**config.mk**
```make
export PLATFORM = sky130hd
export DESIGN_NAME = bmi_input_collector_flat
export DESIGN_NICKNAME = d
export VERILOG_FILES = /design/src/rtl/bmi_input_collector_pkg.sv /design/src/rtl/bmi_input_collector_if.sv /design/src/rtl/bmi_input_collector_accum.sv /design/src/rtl/bmi_input_collector.sv /design/src/flat_wrapper.sv
export SDC_FILE = /design/constraint.sdc
export NUM_CORES = 1
export LEC_CHECK = 0
export CORE_MARGIN = 5
export CORE_UTILIZATION = 45
export CTS_CLUSTER_DIAMETER = 60
export DETAILED_ROUTE_END_ITERATION = 8
export GPL_TIMING_DRIVEN = 0
export PLACE_DENSITY = 0.77
export SYNTH_ARGS = -nofsm -noshare
export SYNTH_HDL_FRONTEND = slang
export SYNTH_SLANG_ARGS = --single-unit
```
**constraint.sdc**
```tcl
create_clock -name clk -period 5.15 [get_ports clk]
set_input_delay 1.03 -clock clk [delete_from_list [all_inputs] [get_ports clk]]
set_output_delay 1.03 -clock clk [all_outputs]
set_load 0.01 [all_outputs]
```
**src/rtl/bmi_input_collector_pkg.sv**
```systemverilog
// bmi_pkg: shared constants for the BMI input collector slice.
//   COLLECT/PRESENT - FSM state encoding
//   DATA_W          - reading / averaged output width
//   CNT_W           - width of the saturating reject/drop counters
//   NUM_KINDS       - reading kinds (index 0 = weight, 1 = height)
package bmi_pkg;

  localparam int DATA_W    = 8;
  localparam int CNT_W     = 8;
  localparam int NUM_KINDS = 2;
  localparam int KIND_H    = 1;

  localparam logic [0:0] COLLECT = 1'b0;
  localparam logic [0:0] PRESENT = 1'b1;

  typedef struct packed {
    logic              is_height;
    logic [DATA_W-1:0] data;
  } sample_t;

  // Increment that sticks at all-ones instead of wrapping.
  function automatic logic [CNT_W-1:0] sat_inc(input logic [CNT_W-1:0] v);
    return (v == '1) ? v : v + 1'b1;
  endfunction

endpackage

```
**src/rtl/bmi_input_collector_if.sv**
```systemverilog
// bmi_input_collector_if: sample stream in, classifier drive + stats out.
//   master - sample producer / consumer of results (testbench, upstream)
//   slave  - the collector
interface bmi_input_collector_if;

  logic                     sample_valid;
  logic                     sample_is_height;
  logic [bmi_pkg::DATA_W-1:0] sample_data;
  logic                     sample_ready;
  logic                     bmi_enable;
  logic [bmi_pkg::DATA_W-1:0] weight;
  logic [bmi_pkg::DATA_W-1:0] height;
  logic [bmi_pkg::CNT_W-1:0]  reject_count;
  logic [bmi_pkg::CNT_W-1:0]  drop_count;

  modport master (
    output sample_valid, sample_is_height, sample_data,
    input  sample_ready, bmi_enable, weight, height, reject_count, drop_count
  );

  modport slave (
    input  sample_valid, sample_is_height, sample_data,
    output sample_ready, bmi_enable, weight, height, reject_count, drop_count
  );

endinterface

```
**src/rtl/bmi_input_collector_accum.sv**
```systemverilog
// sample_accumulator: sums up to 2**SAMPLES_LOG2 readings of one kind.
//   clk, rst  - clock, async active-high reset
//   clear_i   - zero sum and count (takes priority over add_i)
//   add_i     - add data_i this edge (ignored once full)
//   data_i    - reading
//   full_o    - count has reached SAMPLES
//   avg_o     - sum >> SAMPLES_LOG2 (truncating mean)
module sample_accumulator
  import bmi_pkg::*;
#(
  parameter int SAMPLES_LOG2 = 2
) (
  input  logic              clk,
  input  logic              rst,
  input  logic              clear_i,
  input  logic              add_i,
  input  logic [DATA_W-1:0] data_i,
  output logic              full_o,
  output logic [DATA_W-1:0] avg_o
);

  // SAMPLES * 255 always fits in DATA_W + SAMPLES_LOG2 bits.
  localparam int ACC_W = DATA_W + SAMPLES_LOG2;
  localparam int CTR_W = SAMPLES_LOG2 + 1;
  localparam logic [CTR_W-1:0] SAMPLES = CTR_W'(1) << SAMPLES_LOG2;

  logic [ACC_W-1:0] acc_q, acc_d;
  logic [CTR_W-1:0] cnt_q, cnt_d;

  assign full_o = (cnt_q == SAMPLES);
  assign avg_o  = DATA_W'(acc_q >> SAMPLES_LOG2);

  always_comb begin
    acc_d = acc_q;
    cnt_d = cnt_q;
    if (clear_i) begin
      acc_d = '0;
      cnt_d = '0;
    end else if (add_i && !full_o) begin
      acc_d = acc_q + ACC_W'(data_i);
      cnt_d = cnt_q + 1'b1;
    end
  end

  always_ff @(posedge clk or posedge rst) begin
    if (rst) begin
      acc_q <= '0;
      cnt_q <= '0;
    end else begin
      acc_q <= acc_d;
      cnt_q <= cnt_d;
    end
  end

endmodule

```
**src/rtl/bmi_input_collector.sv**
```systemverilog
// bmi_input_collector: filters tagged weight/height readings, averages
// SAMPLES of each, then presents the averages with bmi_enable high for
// HOLD_CYCLES cycles before collecting the next set.
//   clk, rst - clock, async active-high reset
//   bus      - slave side of bmi_input_collector_if (samples in, results out)
module bmi_input_collector
  import bmi_pkg::*;
#(
  parameter int SAMPLES_LOG2 = 2,
  parameter int HOLD_CYCLES  = 8,
  parameter int MAX_HEIGHT   = 3
) (
  input logic                  clk,
  input logic                  rst,
  bmi_input_collector_if.slave bus
);

  localparam int HOLD_W = (HOLD_CYCLES > 1) ? $clog2(HOLD_CYCLES) : 1;

  logic [0:0]        state_q, state_d;
  logic              ready_q, ready_d;
  logic              en_q, en_d;
  logic [DATA_W-1:0] weight_q, weight_d;
  logic [DATA_W-1:0] height_q, height_d;
  logic [CNT_W-1:0]  rej_q, rej_d;
  logic [CNT_W-1:0]  drop_q, drop_d;
  logic [HOLD_W-1:0] hold_q, hold_d;

  logic [NUM_KINDS-1:0]             full, add;
  logic [NUM_KINDS-1:0][DATA_W-1:0] avg;
  logic                             clear;

  logic xfer, is_rej, kind_full;

  // ready_q is only high in COLLECT, so xfer also implies COLLECT.
  assign xfer      = bus.sample_valid && ready_q;
  assign is_rej    = (bus.sample_data == '0) ||
                     (bus.sample_is_height && (bus.sample_data > DATA_W'(MAX_HEIGHT)));
  assign kind_full = full[bus.sample_is_height];
  assign clear     = (state_q == PRESENT) && (hold_q == '0);

  for (genvar k = 0; k < NUM_KINDS; k++) begin : g_kind
    assign add[k] = xfer && !is_rej && !kind_full &&
                    (bus.sample_is_height == (k == KIND_H));

    sample_accumulator #(.SAMPLES_LOG2(SAMPLES_LOG2)) u_acc (
      .clk    (clk),
      .rst    (rst),
      .clear_i(clear),
      .add_i  (add[k]),
      .data_i (bus.sample_data),
      .full_o (full[k]),
      .avg_o  (avg[k])
    );
  end

  always_comb begin
    state_d  = state_q;
    ready_d  = ready_q;
    en_d     = en_q;
    weight_d = weight_q;
    height_d = height_q;
    rej_d    = rej_q;
    drop_d   = drop_q;
    hold_d   = hold_q;

    if (xfer) begin
      if (is_rej)         rej_d  = sat_inc(rej_q);
      else if (kind_full) drop_d = sat_inc(drop_q);
    end

    case (state_q)
      COLLECT: begin
        // Full flags are registered, so this fires one edge after the
        // final accept; a reading in that gap is counted as a drop.
        if (&full) begin
          state_d  = PRESENT;
          ready_d  = 1'b0;
          en_d     = 1'b1;
          weight_d = avg[0];
          height_d = avg[KIND_H];
          hold_d   = HOLD_W'(HOLD_CYCLES - 1);
        end
      end
      default: begin
        if (hold_q == '0) begin
          state_d = COLLECT;
          ready_d = 1'b1;
          en_d    = 1'b0;
        end else begin
          hold_d = hold_q - 1'b1;
        end
      end
    endcase
  end

  always_ff @(posedge clk or posedge rst) begin
    if (rst) begin
      state_q  <= COLLECT;
      ready_q  <= 1'b1;
      en_q     <= 1'b0;
      weight_q <= '0;
      height_q <= '0;
      rej_q    <= '0;
      drop_q   <= '0;
      hold_q   <= '0;
    end else begin
      state_q  <= state_d;
      ready_q  <= ready_d;
      en_q     <= en_d;
      weight_q <= weight_d;
      height_q <= height_d;
      rej_q    <= rej_d;
      drop_q   <= drop_d;
      hold_q   <= hold_d;
    end
  end

  assign bus.sample_ready = ready_q;
  assign bus.bmi_enable   = en_q;
  assign bus.weight       = weight_q;
  assign bus.height       = height_q;
  assign bus.reject_count = rej_q;
  assign bus.drop_count   = drop_q;

endmodule
```
**src/flat_wrapper.sv**
```systemverilog
// flat-port wrapper written by rule: the top's interface ports become plain ports
module bmi_input_collector_flat import bmi_pkg::*;
#(
  parameter int SAMPLES_LOG2 = 2,
  parameter int HOLD_CYCLES  = 8,
  parameter int MAX_HEIGHT   = 3
)
  (clk, rst, bus_sample_valid, bus_sample_is_height, bus_sample_data, bus_sample_ready, bus_bmi_enable, bus_weight, bus_height, bus_reject_count, bus_drop_count);
  bmi_input_collector_if bus_i ();
  input logic clk;
  input logic rst;
  input wire logic [$bits(bus_i.sample_valid)-1:0] bus_sample_valid;
  input wire logic [$bits(bus_i.sample_is_height)-1:0] bus_sample_is_height;
  input wire logic [$bits(bus_i.sample_data)-1:0] bus_sample_data;
  output wire logic [$bits(bus_i.sample_ready)-1:0] bus_sample_ready;
  output wire logic [$bits(bus_i.bmi_enable)-1:0] bus_bmi_enable;
  output wire logic [$bits(bus_i.weight)-1:0] bus_weight;
  output wire logic [$bits(bus_i.height)-1:0] bus_height;
  output wire logic [$bits(bus_i.reject_count)-1:0] bus_reject_count;
  output wire logic [$bits(bus_i.drop_count)-1:0] bus_drop_count;
  assign bus_i.sample_valid = bus_sample_valid;
  assign bus_i.sample_is_height = bus_sample_is_height;
  assign bus_i.sample_data = bus_sample_data;
  assign bus_sample_ready = bus_i.sample_ready;
  assign bus_bmi_enable = bus_i.bmi_enable;
  assign bus_weight = bus_i.weight;
  assign bus_height = bus_i.height;
  assign bus_reject_count = bus_i.reject_count;
  assign bus_drop_count = bus_i.drop_count;
  bmi_input_collector #(.SAMPLES_LOG2(SAMPLES_LOG2), .HOLD_CYCLES(HOLD_CYCLES), .MAX_HEIGHT(MAX_HEIGHT)) u_core (.clk(clk), .rst(rst), .bus(bus_i));
endmodule
```
* After elaboration in Yosys (flattened, before gate mapping)
Cells that the tools add are included.
** Operators by class
- Add/sub/neg operators :: 7
- Multiply operators :: 0
- Divide/modulo/power cells :: 0
- Order comparisons :: 2
- Eq/ne operators :: 6
- Shift-type cells :: 0
- Multiplexer cells :: 22
- Bitwise gates (word level) :: 5
- Reduce and logical (&&, ||, !) cells :: 25
** Operators by type and width (number)
- 10-bit 2-to-1 mux :: 4
- 3-bit 2-to-1 mux :: 7
- 10-bit by 8-bit adder with 10-bit output :: 2
- 8-bit by 1-bit adder with 8-bit output, second input constant :: 2
- 8-bit equality test, second input constant :: 2
- 1-bit 2-to-1 mux :: 11
- 1-bit logical AND :: 9
- 8-bit by 2-bit greater-than comparator with 1-bit output, second input constant :: 1
- 8-bit logical NOT :: 1
- 3-bit by 1-bit adder with 3-bit output, second input constant :: 2
- 3-bit equality test, second input constant :: 2
- 2-bit AND reduction :: 3
- 3-bit AND reduction :: 2
- 2-bit nonzero test :: 3
- 1-bit inverter :: 5
- 1-bit logical NOT :: 4
- 2-bit inequality test, second input constant :: 2
- 4-bit AND reduction :: 1
- 3-bit logical NOT :: 1
- 3-bit by 1-bit subtractor with 3-bit output, second input constant :: 1
- 1-bit by 2-bit less-than comparator with 1-bit output, second input constant :: 1
- 1-bit logical OR :: 1
** Storage, ports and cells
- Flip-flop bits (word level) :: 64
- Bits in latches :: 0
- RAM bits :: 0
- Bits in read-only memories :: 0
- Input bits :: 12
- Output and inout bits :: 34
- Word-level logic and storage cells :: 79
- Memories kept :: 0

* Longest topological paths before layout
- Word-level depth :: 10
- Depth in mapped cells :: 8
- Depth with buffers taken out :: 8

* Hierarchy
Synthesis repeated with hierarchy kept, for this count alone.
** Unflattened totals
- Cells, all modules :: 381
- Area, all modules :: 3910.0 um^2
** Modules (own cells, without submodules)
- sample_accumulator :: times used 2, cells each 123, area an instance 1087.3 um^2, sequential area each 325.3 um^2
- bmi_input_collector :: times used 1, cells each 135, area an instance 1735.4 um^2, sequential area each 952.2 um^2

* Worst setup path after synthesis
OpenSTA, ideal clock, no wires.
- Path type :: input to register
- Start point :: input port bus_sample_data[2]
- End point :: register u_core.rej_q[1] (netlist: u_core.bus.reject_count[1])
- Setup time :: 0.125 ns
- Data arrival time :: 2.662 ns
- Required time :: 5.025 ns
- Slack :: 2.363 ns
- Stages on the path :: 5
- Buffers on the path :: 1
- Cell sequence :: or4_4 > or4_4 > buf_6 > a21oi_4 > mux2_2
** Between the ends
- Cells in the longest elaborated chain, start to end :: 4
- Elaborated cells between the ends (all ways) :: 5
- Classes of those cells :: order compare (1); reduce/logical (4)
** RTL lines
- start: declaration :: line flat_wrapper.sv:14 : input wire logic [$bits(bus_i.sample_data)-1:0] bus_sample_data;
- 8-bit by 2-bit greater-than comparator with 1-bit output :: line bmi_input_collector.sv:38 : (bus.sample_is_height && (bus.sample_data > DATA_W'(MAX_HEIGHT)));
- 1-bit logical AND :: line bmi_input_collector.sv:38
- 1-bit logical OR (*) :: line bmi_input_collector.sv:37 : assign is_rej = (bus.sample_data == '0) ||
- 3-bit AND reduction (no source line) (*)
- end signal: assignment :: line bmi_input_collector.sv:113 : rej_q <= rej_d;
- end: declaration :: line bmi_input_collector.sv:25 : logic [CNT_W-1:0] rej_q, rej_d;
Every way passes the cells marked *; elsewhere a longest branch is shown, timed or not.
A chain may end at the register's enable or synchronous reset.

* Worst setup path after layout
- Start point :: input port bus_sample_data[0]
- End point :: register u_core.g_kind[1].u_acc.acc_q[8]
** Between the ends
- Cells in the longest elaborated chain, start to end :: 9
- Elaborated cells between the ends (all ways) :: 13
- Classes of those cells :: add/sub (1); order compare (1); mux (2); reduce/logical (9)
** RTL lines
- 8-bit by 2-bit greater-than comparator with 1-bit output :: line bmi_input_collector.sv:38
- 1-bit logical AND :: line bmi_input_collector.sv:38
- 1-bit logical OR :: line bmi_input_collector.sv:37
- 1-bit logical NOT :: line bmi_input_collector.sv:43 : assign add[k] = xfer && !is_rej && !kind_full &&
- 1-bit logical AND (3 in series) :: line bmi_input_collector.sv:43
- 1-bit logical AND :: line bmi_input_collector_accum.sv:39 : end else if (add_i && !full_o) begin
- 2-bit nonzero test (no source line)
- end signal: assignment :: line bmi_input_collector_accum.sv:47 : acc_q <= '0;
- end signal: assignment :: line bmi_input_collector_accum.sv:50 : acc_q <= acc_d;
- end: declaration :: line bmi_input_collector_accum.sv:27 : logic [ACC_W-1:0] acc_q, acc_d;
Several ways; a longest one is shown, not always the timed one. The select of a mux whose other input is x is not followed.

==> out/qor.csv <==
stage;metric;value;unit
run_status;status;finished clean;
setup_path;crit_type;in -> reg;
clocking;cts_buffers;9;
sta;worst_pin_slew;0.7524;ns
logic_synthesis;ys.flop_type;dfrtp_1;
logic_synthesis;syn-num-nets;385;
detailed_routing;route.detailed.vias_per_inst;5.380;
sta;skew;0.004985;ns
sta;slew_headroom;0.4966;
setup_path;crit_required;5.41;ns
clocking;clk_path_buf_depth;2;
setup_path;worst-path-max-fanout;4;
layout;drive_above_1_share;0.1198;
logic_synthesis;async_reset_ff_frac;1.000;
logic_synthesis;synth_edf_count;0;
setup_path;max_stage_delay;0.57;ns
sta;hold_ws;0.4840;ns
setup_path;cp_cell_sequence;clkdlybuf4s50_1, ha_1, inv_1, fa_1, nand2b_1, a211oi_1, o211ai_1, a2111o_1, o21ai_0;
sta;period_share;0.6107;
sta;setup-violations-final;0;
grt;track_usage;0.1656;
grt;met3_usage;0.04786;
floorplanning;dieArea;9678;um^2
grt;grt_pass1_wl;12990;um
logic_synthesis;ys_ff_latch;64;
floorplanning;rows;32;
grt;busiest_layer;met2;
power;p_leak;0.001973;uW
detailed_routing;vias;2749;
sta;rsz0062_at_grt;no;
logic_synthesis;ys_types;49;
layout;final_cell_mix;63 x dfrtp_1, 45 x clkdlybuf4s50_1, 43 x nand2_1;
detailed_routing;drt_first_pass_iters;4;
clocking;cts_tree;built;
clocking;cts_root_buffer;clkbuf_8;
power;ir_drop;0.1144;mV
setup_path;startpoint_type;input pin;
clocking;clk_pin_slew_worst_paths;0.07;ns
logic_synthesis;netlist_area;3515;um^2
logic_synthesis;synth.avg_cell_area;10.13;um^2
setup_path;end_kind;register;
logic_synthesis;synth_top_area_cell;dfrtp_1;
grt;antenna_found_initial;0;
grt;grt_overflow;0;
grt;grtUsageMet1;0.2096;
floorplanning;start_util;0.4596;
place;place_hpwl;5515;um
clocking;cts.sinks;64;
place;gp_congestion;0.8936;
logic_synthesis;yosysTopAreaCellShare;0.4486;
setup_path;crit_arrival;3.41;ns
logic_synthesis;yosysSeqAreaShare;0.4560;
detailed_routing;wire_per_inst;14.55;um
logic_synthesis;synth.top_cells.by_area;dfrtp_1 45%, ha_1 8.5%, mux2_2 5.8%;
floorplanning;core;7647;um^2
clocking;cts_hold_buffers;0;
detailed_routing;drt-initial-drc-count;94;
grt;grt_start_max_net_pins;36;
clocking;post_cts_resized;0;
clocking;htreeDepth;3;
setup_path;cp_slowest_cell;clkdlybuf4s50_1;
detailed_routing;postRouteAntennaNets;0;
place;io_buffers;45;
logic_synthesis;yosys_warnings;0;
sta;hold_viol;0;
floorplanning;fp.dieW;98.38;um
grt;grt_pass1_vias;2844;
grt;grt.met2_usage;0.2637;
sta;period_needed;3.145;ns
sta;max_freq;318.0;MHz
layout;antenna_cells;0;
layout;final_common_cell;dfrtp_1;
clocking;post-cts-setup-buffers;0;
clocking;clock_latency;0.34;ns
floorplanning;pin_count;46;
detailed_routing;drc;0;
sta;setup_tns;0;ns
layout;fin_nets;442;
hold_path;min_path_type;reg -> reg;
floorplanning;dieHeight;98.38;um
flow_run;cap_violations;0;
layout;area_growth;21.72;%
logic_synthesis;syn_inst;347;
power;power_density;214.5;nW/um^2
detailed_routing;routed_wl;7435;um
sta;slew_viol_final;0;
[cell type report]
class / instances / area (um^2)
Multi-Input combinational cell: 255 / 1792
Fill cell: 674 / 3369
Sequential cell: 64 / 1603
Timing Repair Buffer: 46 / 470.5
Tap cell: 102 / 127.6
Buffer: 10 / 52.55
Clock inverter: 4 / 20.02
Inverter: 18 / 67.56
Clock buffer: 12 / 145.1
[path summary, 6_finish.rpt]
path                                                  from                         endpoint  slack [ns]  cells after the start
max                                     bus_sample_data[0]  u_core.g_kind[1].u_acc.acc_q[8]        2.00                      9
min                                  u_core.bus.bmi_enable            u_core.bus.bmi_enable        0.48                      1
max reg2reg                u_core.g_kind[0].u_acc.cnt_q[0]             u_core.bus.weight[0]        2.55                      6
min reg2reg                          u_core.bus.bmi_enable            u_core.bus.bmi_enable        0.48                      1
max in group asynchronous                              rst          u_core.bus.sample_ready        3.38                      3
min in group asynchronous                              rst         u_core.bus.drop_count[4]        1.10                      2
[stage by stage]
step / power [uW] / setup WS, ns / cells / util / area, um^2
after floorplan: 536.4 / 2.363 / 347 / - / 3515
after global placement: 555.0 / 1.398 / 494 / 0.5352 / 4093
after detailed placement: 557.8 / 1.664 / 495 / 0.5378 / 4113
after CTS: 926.9 / 2.025 / 511 / 0.5594 / 4278
after global routing: 956.5 / 1.876 / 511 / 0.5594 / 4278
final: 917.4 / 2.005 / 511 / 0.5594 / 4278
[cells in the mapped netlist (all sizes together), types with 2 or more instances]
library cell   n
a211oi         5
a21o           2
a21oi         28
a31oi          5
and2           3
and3           2
buf            2
clkbuf         8
dfrtp         63
fa             2
ha            24
inv           18
mux2          18
mux2i          2
nand2         43
nand2b         3
nand3         10
nand3b         3
nand4         11
nor2          23
nor3           5
o211a          2
o211ai         4
o21a           4
o21ai         12
or2            4
or4            2
xnor2         12
xor2          13
[layer usage]
layer	wire length [um]	share of wire
met5	0	0
met3	386	0.052
met4	186	0.025
met2	3490	0.47
met1	3372	0.45
[cells by family (layout without fill, tap and decap cells)]
group / after synthesis / count (layout) / share of synthesized area
DFF: 64 / 64 / 0.4560
xor gates and xnor gates: 25 / 25 / 0.06230
and+or+nand+nor: 115 / 115 / 0.1606
buffers and inverters: 28 / 90 / 0.03417
adders and majority gates: 26 / 26 / 0.09683
AOI/OAI and AO/OA: 69 / 69 / 0.1267
muxes: 20 / 20 / 0.06337
[power breakdown]
part | switching [uW] | internal [uW]
sequential | 0 | 503
combinational | 27.1 | 18.0
clock | 185 | 185
[sequential cells by signal (all words and copies together), names as in the netlist]
| signal | flops |
|---|---|
| u_core.hold_q | 3 |
| u_core.g_kind.u_acc.acc_q | 20 |
| u_core.state_q | 1 |
| u_core.bus.sample_ready | 1 |
| u_core.bus.bmi_enable | 1 |
| u_core.g_kind.u_acc.cnt_q | 6 |
| u_core.bus.reject_count | 8 |
| u_core.bus.weight | 8 |
| u_core.bus.drop_count | 8 |
| u_core.bus.height | 8 |
[worst max-delay path, delay by kind of cell]
kind | cells | cell delay, ns
AOI/OAI and AO/OA | 4 | 0.98
buffers and inverters | 2 | 0.63
adders and majority gates | 2 | 0.58
and+or+nand+nor | 1 | 0.19
No activity file was read; power rests on OpenSTA's default activity.
